`src/rtl/reg_file_sb.sv`:
```
// -----------------------------------------------------------------------------
// reg_file_sb
//
// Parametrised register file for the custom processor with a per-register busy
// scoreboard. Two combinational read ports, one synchronous write-back port,
// and a reservation port used at issue to mark a destination as pending.
// R0 is hardwired to zero, is never busy and ignores writes/reservations.
//
// Parameters:
//   WIDTH  data width of each register (default 16)
//   NREGS  number of registers, power of two, >= 2 (default 4)
//   AW     derived address width, $clog2(NREGS); not overridable
//
// Ports:
//   clk          in   1        system clock, rising edge
//   rst_n        in   1        asynchronous active-low reset
//   rs1_addr     in   AW       read port 1 address
//   rs2_addr     in   AW       read port 2 address
//   rs1_data     out  WIDTH    read port 1 data (combinational)
//   rs2_data     out  WIDTH    read port 2 data (combinational)
//   rs1_busy     out  1        rs1_addr has a pending write
//   rs2_busy     out  1        rs2_addr has a pending write
//   rsv_en       in   1        reserve destination at issue
//   rsv_rd       in   AW       destination to reserve
//   rsv_stall    out  1        reservation refused this cycle (WAW)
//   wb_en        in   1        write-back enable
//   wb_rd        in   AW       write-back destination
//   wb_data      in   WIDTH    write-back data
//   pending_cnt  out  AW+1     number of busy registers (registered)
//   wb_err       out  1        sticky: write-back to a non-busy register
//
// Configuration macro:
//   REGFILE_BYPASS_EN  when defined, a write-back in progress is forwarded to
//                      any read port addressing the same (non-zero) register
//                      in the same cycle, with busy shown as 0.
// -----------------------------------------------------------------------------
module reg_file_sb #(
    parameter  int WIDTH = 16,
    parameter  int NREGS = 4,
    localparam int AW    = $clog2(NREGS)
) (
    input  logic             clk,
    input  logic             rst_n,
    input  logic [AW-1:0]    rs1_addr,
    input  logic [AW-1:0]    rs2_addr,
    output logic [WIDTH-1:0] rs1_data,
    output logic [WIDTH-1:0] rs2_data,
    output logic             rs1_busy,
    output logic             rs2_busy,
    input  logic             rsv_en,
    input  logic [AW-1:0]    rsv_rd,
    output logic             rsv_stall,
    input  logic             wb_en,
    input  logic [AW-1:0]    wb_rd,
    input  logic [WIDTH-1:0] wb_data,
    output logic [AW:0]      pending_cnt,
    output logic             wb_err
);

    localparam logic [AW:0] CNT_ONE = {{AW{1'b0}}, 1'b1};

    logic [WIDTH-1:0] regs_q [NREGS];
    logic [NREGS-1:0] busy_q;
    logic [NREGS-1:0] busy_d;
    logic [AW:0]      cnt_q;
    logic [AW:0]      cnt_d;
    logic             wb_err_q;
    logic             wb_err_d;

    logic             wb_take;
    logic             rsv_take;
    logic             wb_hit_busy;

    // -------------------------------------------------------------------------
    // Control decode
    // -------------------------------------------------------------------------
    always_comb begin
        wb_take     = wb_en && (wb_rd != '0);
        wb_hit_busy = wb_take && busy_q[wb_rd];
        // A busy destination may be re-reserved only if it is being retired
        // in the same cycle.
        rsv_stall   = rsv_en && (rsv_rd != '0) && busy_q[rsv_rd]
                      && !(wb_en && (wb_rd == rsv_rd));
        rsv_take    = rsv_en && (rsv_rd != '0) && !rsv_stall;
    end

    // -------------------------------------------------------------------------
    // Scoreboard next state
    // -------------------------------------------------------------------------
    always_comb begin
        busy_d = busy_q;
        // Clear first, then set, so a same-register reserve overrides the
        // write-back and the register stays busy.
        if (wb_take) begin
            busy_d[wb_rd] = 1'b0;
        end
        if (rsv_take) begin
            busy_d[rsv_rd] = 1'b1;
        end
        busy_d[0] = 1'b0;

        cnt_d = cnt_q;
        if (rsv_take && !wb_hit_busy) begin
            cnt_d = cnt_q + CNT_ONE;
        end else if (wb_hit_busy && !rsv_take) begin
            cnt_d = cnt_q - CNT_ONE;
        end

        wb_err_d = wb_err_q | (wb_take && !busy_q[wb_rd]);
    end

    // -------------------------------------------------------------------------
    // State registers
    // -------------------------------------------------------------------------
    always_ff @(posedge clk or negedge rst_n) begin
        if (!rst_n) begin
            busy_q   <= '0;
            cnt_q    <= '0;
            wb_err_q <= 1'b0;
        end else begin
            busy_q   <= busy_d;
            cnt_q    <= cnt_d;
            wb_err_q <= wb_err_d;
        end
    end

    always_ff @(posedge clk or negedge rst_n) begin
        if (!rst_n) begin
            for (int unsigned i = 0; i < NREGS; i++) begin
                regs_q[i] <= '0;
            end
        end else if (wb_take) begin
            regs_q[wb_rd] <= wb_data;
        end
    end

    // -------------------------------------------------------------------------
    // Read ports
    // -------------------------------------------------------------------------
    always_comb begin
        rs1_data = regs_q[rs1_addr];
        rs2_data = regs_q[rs2_addr];
        rs1_busy = busy_q[rs1_addr];
        rs2_busy = busy_q[rs2_addr];
`ifdef REGFILE_BYPASS_EN
        // wb_take already excludes R0, so R0 is never forwarded.
        if (wb_take && (wb_rd == rs1_addr)) begin
            rs1_data = wb_data;
            rs1_busy = 1'b0;
        end
        if (wb_take && (wb_rd == rs2_addr)) begin
            rs2_data = wb_data;
            rs2_busy = 1'b0;
        end
`endif
    end

    assign pending_cnt = cnt_q;
    assign wb_err      = wb_err_q;

endmodule

```
`config.mk`:
```
export PLATFORM = sky130hd
export DESIGN_NAME = reg_file_sb
export DESIGN_NICKNAME = d
export VERILOG_FILES = /design/src/rtl/reg_file_sb.sv
export SDC_FILE = /design/constraint.sdc
export NUM_CORES = 1
export LEC_CHECK = 0
export CORE_MARGIN = 1.5
export CORE_UTILIZATION = 57
export DETAILED_ROUTE_END_ITERATION = 8
export HOLD_SLACK_MARGIN = 0.06
export PLACE_DENSITY = 0.95
export SYNTH_ARGS = -nofsm -noshare
export SYNTH_HDL_FRONTEND = slang
export SYNTH_SLANG_ARGS = --single-unit
export TNS_END_PERCENT = 10
```
`constraint.sdc`:
```
create_clock -name clk -period 4.2 [get_ports clk]
set_input_delay 0.84 -clock clk [delete_from_list [all_inputs] [get_ports clk]]
set_output_delay 0.84 -clock clk [all_outputs]
set_load 0.05 [all_outputs]
```
### Yosys cells after proc, flatten, opt, wreduce, memory -nomap -nowiden

Index checks and enable logic that the tools add are counted.

| storage, ports and cells | value |
|---|---|
| register bits after elaboration | 71 |
| output and inout port bits | 39 |
| word-level logic and storage cells | 73 |

| cells by class | value |
|---|---|
| $add $sub $neg | 2 |
| $lt $le $gt $ge | 10 |
| eq/ne operators | 1 |
| mux-type cells | 25 |
| bitwise operators | 7 |
| reduce and logical (&&, ||, !) cells | 21 |

Operator list:

| cell | number |
|---|---|
| two-way mux 16 bit | 5 |
| binary-select mux 16 bit (select 2 bit) | 2 |
| bitwise mux 64 bit | 1 |
| demux 16 bit (select 2 bit) | 1 |
| logical AND 1 bit | 13 |
| < comparator 2 x 3 -> 1 bit (second input constant) | 4 |
| >= comparator 3 bit (second input constant) | 3 |
| inverter 2 -> 3 bit | 3 |
| binary-select mux 1 bit (select 2 bit) | 4 |
| two-way mux 4 bit | 2 |
| two-way mux 1 bit | 6 |
| two-way mux 3 bit | 2 |
| nonzero test 2 bit | 3 |
| logical NOT 1 bit | 5 |
| AND 4 bit | 1 |
| demux 1 bit (select 2 bit) | 2 |
| >= comparator 2 x 1 -> 1 bit (second input constant) | 2 |
| inverter 4 bit | 1 |
| OR 4 bit | 1 |
| adder 3 x 1 -> 3 bit (second input constant) | 1 |
| < comparator 3 x 1 -> 1 bit (second input constant) | 1 |
| subtractor 3 x 1 -> 3 bit (second input constant) | 1 |
| == test 2 bit | 1 |
| OR 1 bit | 1 |

### Depth between registers and ports, before layout

Gate-level depths: netlist (run 1).

| logic depth | value |
|---|---|
| depth after elaboration | 10 |
| depth in mapped cells | 10 |

### Worst setup path before layout (run 1)

No wires, ideal clock.

| timing path | value |
|---|---|
| path type | input-to-output |
| start point | input port rs1_addr[1] |
| end point | output port rs1_busy |
| data arrival time | 2.387 ns |
| slack | 0.973 ns |
| stages on the path | 4 |
| path buffers | 2 |
| cell sequence | buf_2 > buf_2 > nand2_1 > o21ai_0 |

| on the way | value |
|---|---|
| longest elaborated chain between the ends | 2 |

RTL lines:

| element | line | RTL |
|---|---|---|
| start, declared | 44 | `input logic [AW-1:0] rs1_addr,` |
| binary-select mux 1 bit (select 2 bit) | 143 | `rs1_busy = busy_q[rs1_addr];` |
| two-way mux 1 bit (not written as such) | 143 |  |
| end, declared | 48 | `output logic rs1_busy,` |

No other way between the ends. The select of a mux whose other input is x is not followed.

### Worst setup path in the final report (run 1)

| timing path | value |
|---|---|
| start point | input port wb_rd[1] |
| end point | output port rsv_stall |

| on the way | value |
|---|---|
| longest elaborated chain between the ends | 4 |

RTL lines:

| element | line | RTL |
|---|---|---|
| start, declared | 54 | `input logic [AW-1:0] wb_rd,` |
| == test 2 bit | 83 | `&& !(wb_en && (wb_rd == rsv_rd));` |
| logical AND 1 bit | 83 |  |
| logical NOT 1 bit | 83 |  |
| logical AND 1 bit | 83 |  |
| end, declared | 52 | `output logic rsv_stall,` |

No other way between the ends.

==> metrics.yaml, run 1 <==
outcome: "finished, final reports clean"
fin_area_mm2: 0.004405
io_pins: 67
r2r_start: "busy_q[3]"
syn-cell-area_mm2: 0.003682
hold_class: "flop to flop"
grt_pass1_wl_um: 12410
cts_sinks: 71
netlist.area_leader.share_pct: 48.25
cts_buffers: 9
min_to: "regs_q[51]"
netlist_top_cells_count: "dfrtp_1, mux2_2, mux4_2, mux2_4, clkbuf_1"
synth_ff_type: "dfrtp_1"
yosys_register_bits: 71
final_util_pct: 70.18
initial_utilization_pct: 58.66
postCtsHoldBufs: 0
leakagePower_nw: 1.997
required_ns: 3.36
hpwl_um: 5284
hold_viol: 0
setup_viol: 0
yosysUniqueCellTypes: 30
synth_edf_count: 0
yosysTopAreaCell: "dfrtp_1"
wl_um: 7510
dpl_cell_area_mm2: 0.004215
synth_compound_area_share_pct: 2.684
dieArea_mm2: 0.006951
post_cts_resized: 0
viasPerCell: 5.946
syn_inst: 234
synthTopCellsByArea: "dfrtp_1, mux4_2, mux2_2, mux2_4, buf_6"
crit_path_max_fanout: 8
vias: 2194
synthMuxAreaShare_pct: 37.58
synth_area_per_cell_um2: 15.74
fin_skew_ns: 0.009182
final_max_slew_viol_count: 0
h-tree-depth: 3
setup_tns_ns: 0
yosys_warnings: 0
ir_drop_mv: 0.4172
io_buffers: 66
path_class: "input port to primary output"
finalNonFillerCells: 369
insertion_delay_ns: 0.34
drive_gt1_share_pct: 49.32
min_from: "regs_q[51]"
synth-simple-area-share_pct: 3.636
rsz0062_at_grt: "no"
hold_depth: 0
drc: 0
drtAntennaViolNets: 0
synth-adder-area-share_pct: 0.8835
num_antenna_cells: 0
yosysSeqAreaShare_pct: 48.25
synth_top_family_by_area: "multiplexers"
drt-initial-drc-count: 68
critPathLaunchType: "input port"
critPathCaptureType: "primary output"
finalCriticalPeriod_ns: 3.768
fp.dieW_um: 83.38
dp_cells: 353
area_delta_synth_final_pct: 19.64
synth_most_common_cell: "dfrtp_1"
crit_arrival_ns: 2.93
async_flop_share_pct: 100.0
drv_cap: 0
gp_congestion: 0.7665
antenna_found_initial: 0
drtPass1Iterations: 4
p_per_area_mw_per_mm2: 505.1
grt_max_degree: 49
track_usage_pct: 23.66
placementRows: 29
core_region_area_mm2: 0.006277
syn_nets: 264
cts_tree: "built"
fmax_mhz: 265.4
tightestPinTransition_ns: 0.5914
fin_crit_sh_pct: 89.71
nNetsFinal: 317
reg2reg_depth: 9
clock_path_buffers: 2
relSlewSlack_pct: 60.57
rr_endpoint: "pending_cnt[2]"
post_cts_buffers: 0
die-height_um: 83.38
path_clk_slew_ns: 0.07
rrSetupSlack_ns: 2.08
fill_cells: 412
overflow: 0
routedWlPerCell_um: 20.35
grt_pass1_vias: 2442
cts_root_buffer: "clkbuf_8"
synth_xor_xnor_area_share_pct: 1.393
==> critical path, cell delays in order <==
cell and delay (ns):
clkdlybuf4s50_1 0.63, xnor2_1 0.42, nand3_1 0.12, and3_1 0.21
clkdlybuf4s50_1 0.69
==> cells in the final DEF (no fill, tap or decap), types with 2 or more instances in the layout <==
cell,n
a31oi_1,4
buf_4,41
clkbuf_1,2
clkbuf_8,10
clkdlybuf4s50_1,31
clkinv_2,3
dfrtp_1,71
inv_1,5
mux2_2,34
mux2_4,18
mux4_2,32
nand2_1,10
nand3_1,3
nand3b_4,2
o21ai_0,6
xnor2_1,2
xor2_1,2
==> worst max-delay path by stage <==
| stage | startpoint | endpoint | slack (ns) | depth (start not counted) |
|---|---|---|---|---|
| 3_5_place_dp | wb_rd[1] | rsv_stall | 0.46 | 5 |
| 3_3_place_gp | wb_rd[1] | rsv_stall | 0.56 | 5 |
| 5_1_grt | wb_rd[1] | rsv_stall | 0.34 | 5 |
| 2_1_floorplan | rs1_addr[1] | rs1_busy | 0.97 | 4 |
| 4_1_cts | wb_rd[1] | rsv_stall | 0.45 | 5 |
| 6_report | wb_rd[1] | rsv_stall | 0.43 | 5 |
==> cell type report <==
cell class / count / area [um2] / share of cell area [%]
Clock buffer: 12 / 145.1 / 3.295
Clock inverter: 4 / 45.04 / 1.022
Inverter: 5 / 18.77 / 0.4260
Multi-Input combinational cell: 127 / 1700 / 38.60
Sequential cell: 71 / 1777 / 40.33
Tap cell: 77 / 96.34 / 2.187
Timing Repair Buffer: 73 / 623.1 / 14.14
==> layer usage <==
layer | vias up | GRT usage (%) | part of all wire, %
li1 | 972 | - | -
met1 | 1134 | 29.29 | 40
met2 | 74 | 39.54 | 53
met3 | 14 | 4.473 | 4.6
met4 | 0 | 12.73 | 2.5
met5 | - | 0 | 0
==> stage by stage <==
| step | hold WS, ns | setup WS [ns] | power (mW) |
|---|---|---|---|
| 2_1_floorplan | 0.4413 | 0.9733 | 1.465 |
| 3_3_place_gp | 0.3764 | 0.5640 | 1.672 |
| 3_5_place_dp | 0.3836 | 0.4637 | 1.707 |
| 4_1_cts | 0.3998 | 0.4459 | 2.239 |
| 5_1_grt | 0.4104 | 0.3356 | 2.320 |
| 6_report | 0.3953 | 0.4323 | 2.225 |
==> logic make-up (layout without fill, tap and decap cells) <==
group,after synthesis,after routing
mux,85,85
flops,71,71
buf+inv,36,94
simple gates,20,20
compound gates,15,15
xor+xnor,5,5
fa+ha+maj,2,2
==> registers in the layout, summed over array words and instances, names as in the netlist <==
signal and flops:
pending_cnt 3, wb_err 1, busy_q 3, regs_q 64
==> power by group <==
| part | leakage (nW) | total [mW] | internal [mW] | switching (mW) |
|---|---|---|---|---|
| clock | 0.100 | 0.531 | 0.288 | 0.243 |
| combinational | 1.03 | 0.799 | 0.347 | 0.452 |
| sequential | 0.872 | 0.895 | 0.795 | 0.100 |
No activity file was read; power rests on OpenSTA's default activity.
==> inputs of run 2 (changes only) <==
CORE_UTILIZATION = 60   (was 57)
DONT_BUFFER_PORTS = 1   (was unset)
PLACE_DENSITY = 0.86   (was 0.95)
==> run 2 against run 1 <==
Against the previous run: utilization decreased by 6.5 points; total power decreased by 9.7%; maximum frequency increased by 50%; critical path depth decreased by 3; register-to-register slack about the same; worst setup slack improved by 1.3 ns; design area decreased by 14%; non-clock buffer count decreased by 73; largest cell class unchanged.
==> metrics.yaml, run 2 (synthesis gave the netlist of run 1 again) <==
grt_pass1_vias: 2046  # -16%
final_max_slew_viol_count: 0  # unchanged
rsz0062_at_grt: "no"
nNetsFinal: 244  # -23%
tightestPinTransition_ns: 1.012  # +0.4210 ns
fp.dieW_um: 81.34  # -2.4%
largest_register_ff_count: 64  # unchanged
viasPerCell: 6.345  # +6.7%
fin_crit_sh_pct: 59.76  # -30 points
rr_endpoint: "pending_cnt[2]"
placementRows: 28  # -3.4%
path_clk_slew_ns: 0.07  # about the same
grt_max_degree: 72  # +47%
use_met1_pct: 27.39  # -1.9 points
regMostFlops: "regs_q"
drc: 0  # unchanged
relSlewSlack_pct: 32.05  # -29 points
postCtsHoldBufs: 0  # unchanged
cts_root_buffer: "clkbuf_8"
die-height_um: 81.34  # -2.4%
rrSetupSlack_ns: 2.08  # about the same
ir_drop_mv: 0.3561  # -15%
slowest_delay_ns: 0.78  # +0.09 ns
cts_buffers: 9  # unchanged
dieArea_mm2: 0.006616  # -4.8%
setup_tns_ns: 0  # unchanged
path_buf_inv: 0  # -2
multi_input_area_mm2: 0.001700  # unchanged
cts_tree: "built"
regArea_mm2: 0.001777  # unchanged
crit_arrival_ns: 1.67  # -1.26 ns
antenna_found_initial: 0  # unchanged
path_class: "input port to primary output"
initial_utilization_pct: 62.19  # +3.5 points
area_delta_synth_final_pct: 2.344
worst_hold_slack_ns: 0.1862  # -0.2090 ns
grt_pass1_wl_um: 10580  # -15%
io_buffers: 0  # -100%
hpwl_um: 4321  # -18%
hold_class: "input port to asynchronous set/reset pin"
outcome: "finished, final reports clean"
r2r_start: "busy_q[2]"
core_region_area_mm2: 0.005921  # -5.7%
reg2reg_depth: 9  # unchanged
post_cts_buffers: 0  # unchanged
io_pins: 67  # unchanged
drt-initial-drc-count: 68  # unchanged
num_antenna_cells: 0  # unchanged
clock_path_buffers: 2  # unchanged
drtAntennaViolNets: 0  # unchanged
final_util_pct: 63.65  # -6.5 points
setup_viol: 0  # unchanged
p_per_area_mw_per_mm2: 533.2  # +5.6%
finalCriticalPeriod_ns: 2.510  # -1.258 ns
insertion_delay_ns: 0.34  # about the same
track_usage_pct: 22.40  # -1.3 points
final_cell_mix: "dfrtp_1, mux2_2, mux4_2, mux2_4, nand2_1"
path_cells: "nand2_1 > o21ai_1"
gp_congestion: 0.7619  # -0.60%
h-tree-depth: 3  # unchanged
routedWlPerCell_um: 22.75  # +12%
fin_skew_ns: 0.003915  # -0.005267 ns
hold_viol: 0  # unchanged
required_ns: 3.36  # about the same
final_common_cell: "dfrtp_1"
drtPass1Iterations: 4  # unchanged
leakagePower_nw: 1.657  # -17%
crit_path_max_fanout: 18  # +10
critPathLaunchType: "input port"
drv_cap: 0  # unchanged
met2_usage_pct: 36.94  # -2.6 points
grt_use_met3_pct: 5.955  # +1.5 points
wl_um: 6667  # -11%
crit_family: "compound AO/OA/AOI/OAI gates"
critPathCaptureType: "primary output"
drive_gt1_share_pct: 46.33  # -3.0 points
fmax_mhz: 398.4  # +50%
cts_sinks: 71  # unchanged
busiest_layer: "met2"
overflow: 0  # unchanged
p_total_mw: 2.009  # -9.7%
vias: 1859  # -15%
crit_slowest_cell: "o21ai_1"
post_cts_resized: 0  # unchanged
fill_cells: 435  # +5.6%
==> run 2: final cells by class <==
class / count / area share (%)
sequential: 71 / 47.14
clock buffer: 11 / 3.486
inverter: 5 / 0.4980
tap: 75 / 2.490
multi-input combinational: 127 / 45.12
clock inverter: 4 / 1.262
==> run 2: worst max-delay path by stage <==
stage	start	to	slack, ns	cells past startpoint
finish	rs2_addr[1]	rs2_busy	1.69	2
global route	wb_rd[1]	pending_cnt[2]	1.61	9
CTS	rs2_addr[1]	rs2_busy	1.70	2
detailed placement	wb_rd[1]	pending_cnt[2]	1.40	9
global placement	wb_rd[1]	pending_cnt[2]	1.55	9
floorplan	rs1_addr[1]	rs1_busy	0.97	4
==> run 2: power by group <==
group	leakage (nW)	internal (mW)	total, mW	switching (mW)
Combinational	0.696	0.224	0.552	0.329
Clock	0.0892	0.270	0.515	0.245
Sequential	0.872	0.793	0.942	0.149
==> run 2: layer usage <==
| metal | wire, um | vias to the layer above |
|---|---|---|
| met4 | 101 | 0 |
| met3 | 345 | 9 |
| met1 | 2863 | 983 |
| met5 | 0 | - |
| met2 | 3357 | 48 |
| li1 | - | 819 |
==> run 2: metrics by stage <==
stage               cells  worst slack, ns  instance area (um2)
finish                293            1.690                 3769
global route          293            1.611                 3769
CTS                   293            1.697                 3769
detailed placement    278            1.401                 3590
global placement      278            1.547                 3590
floorplan             234           0.9733                 3682
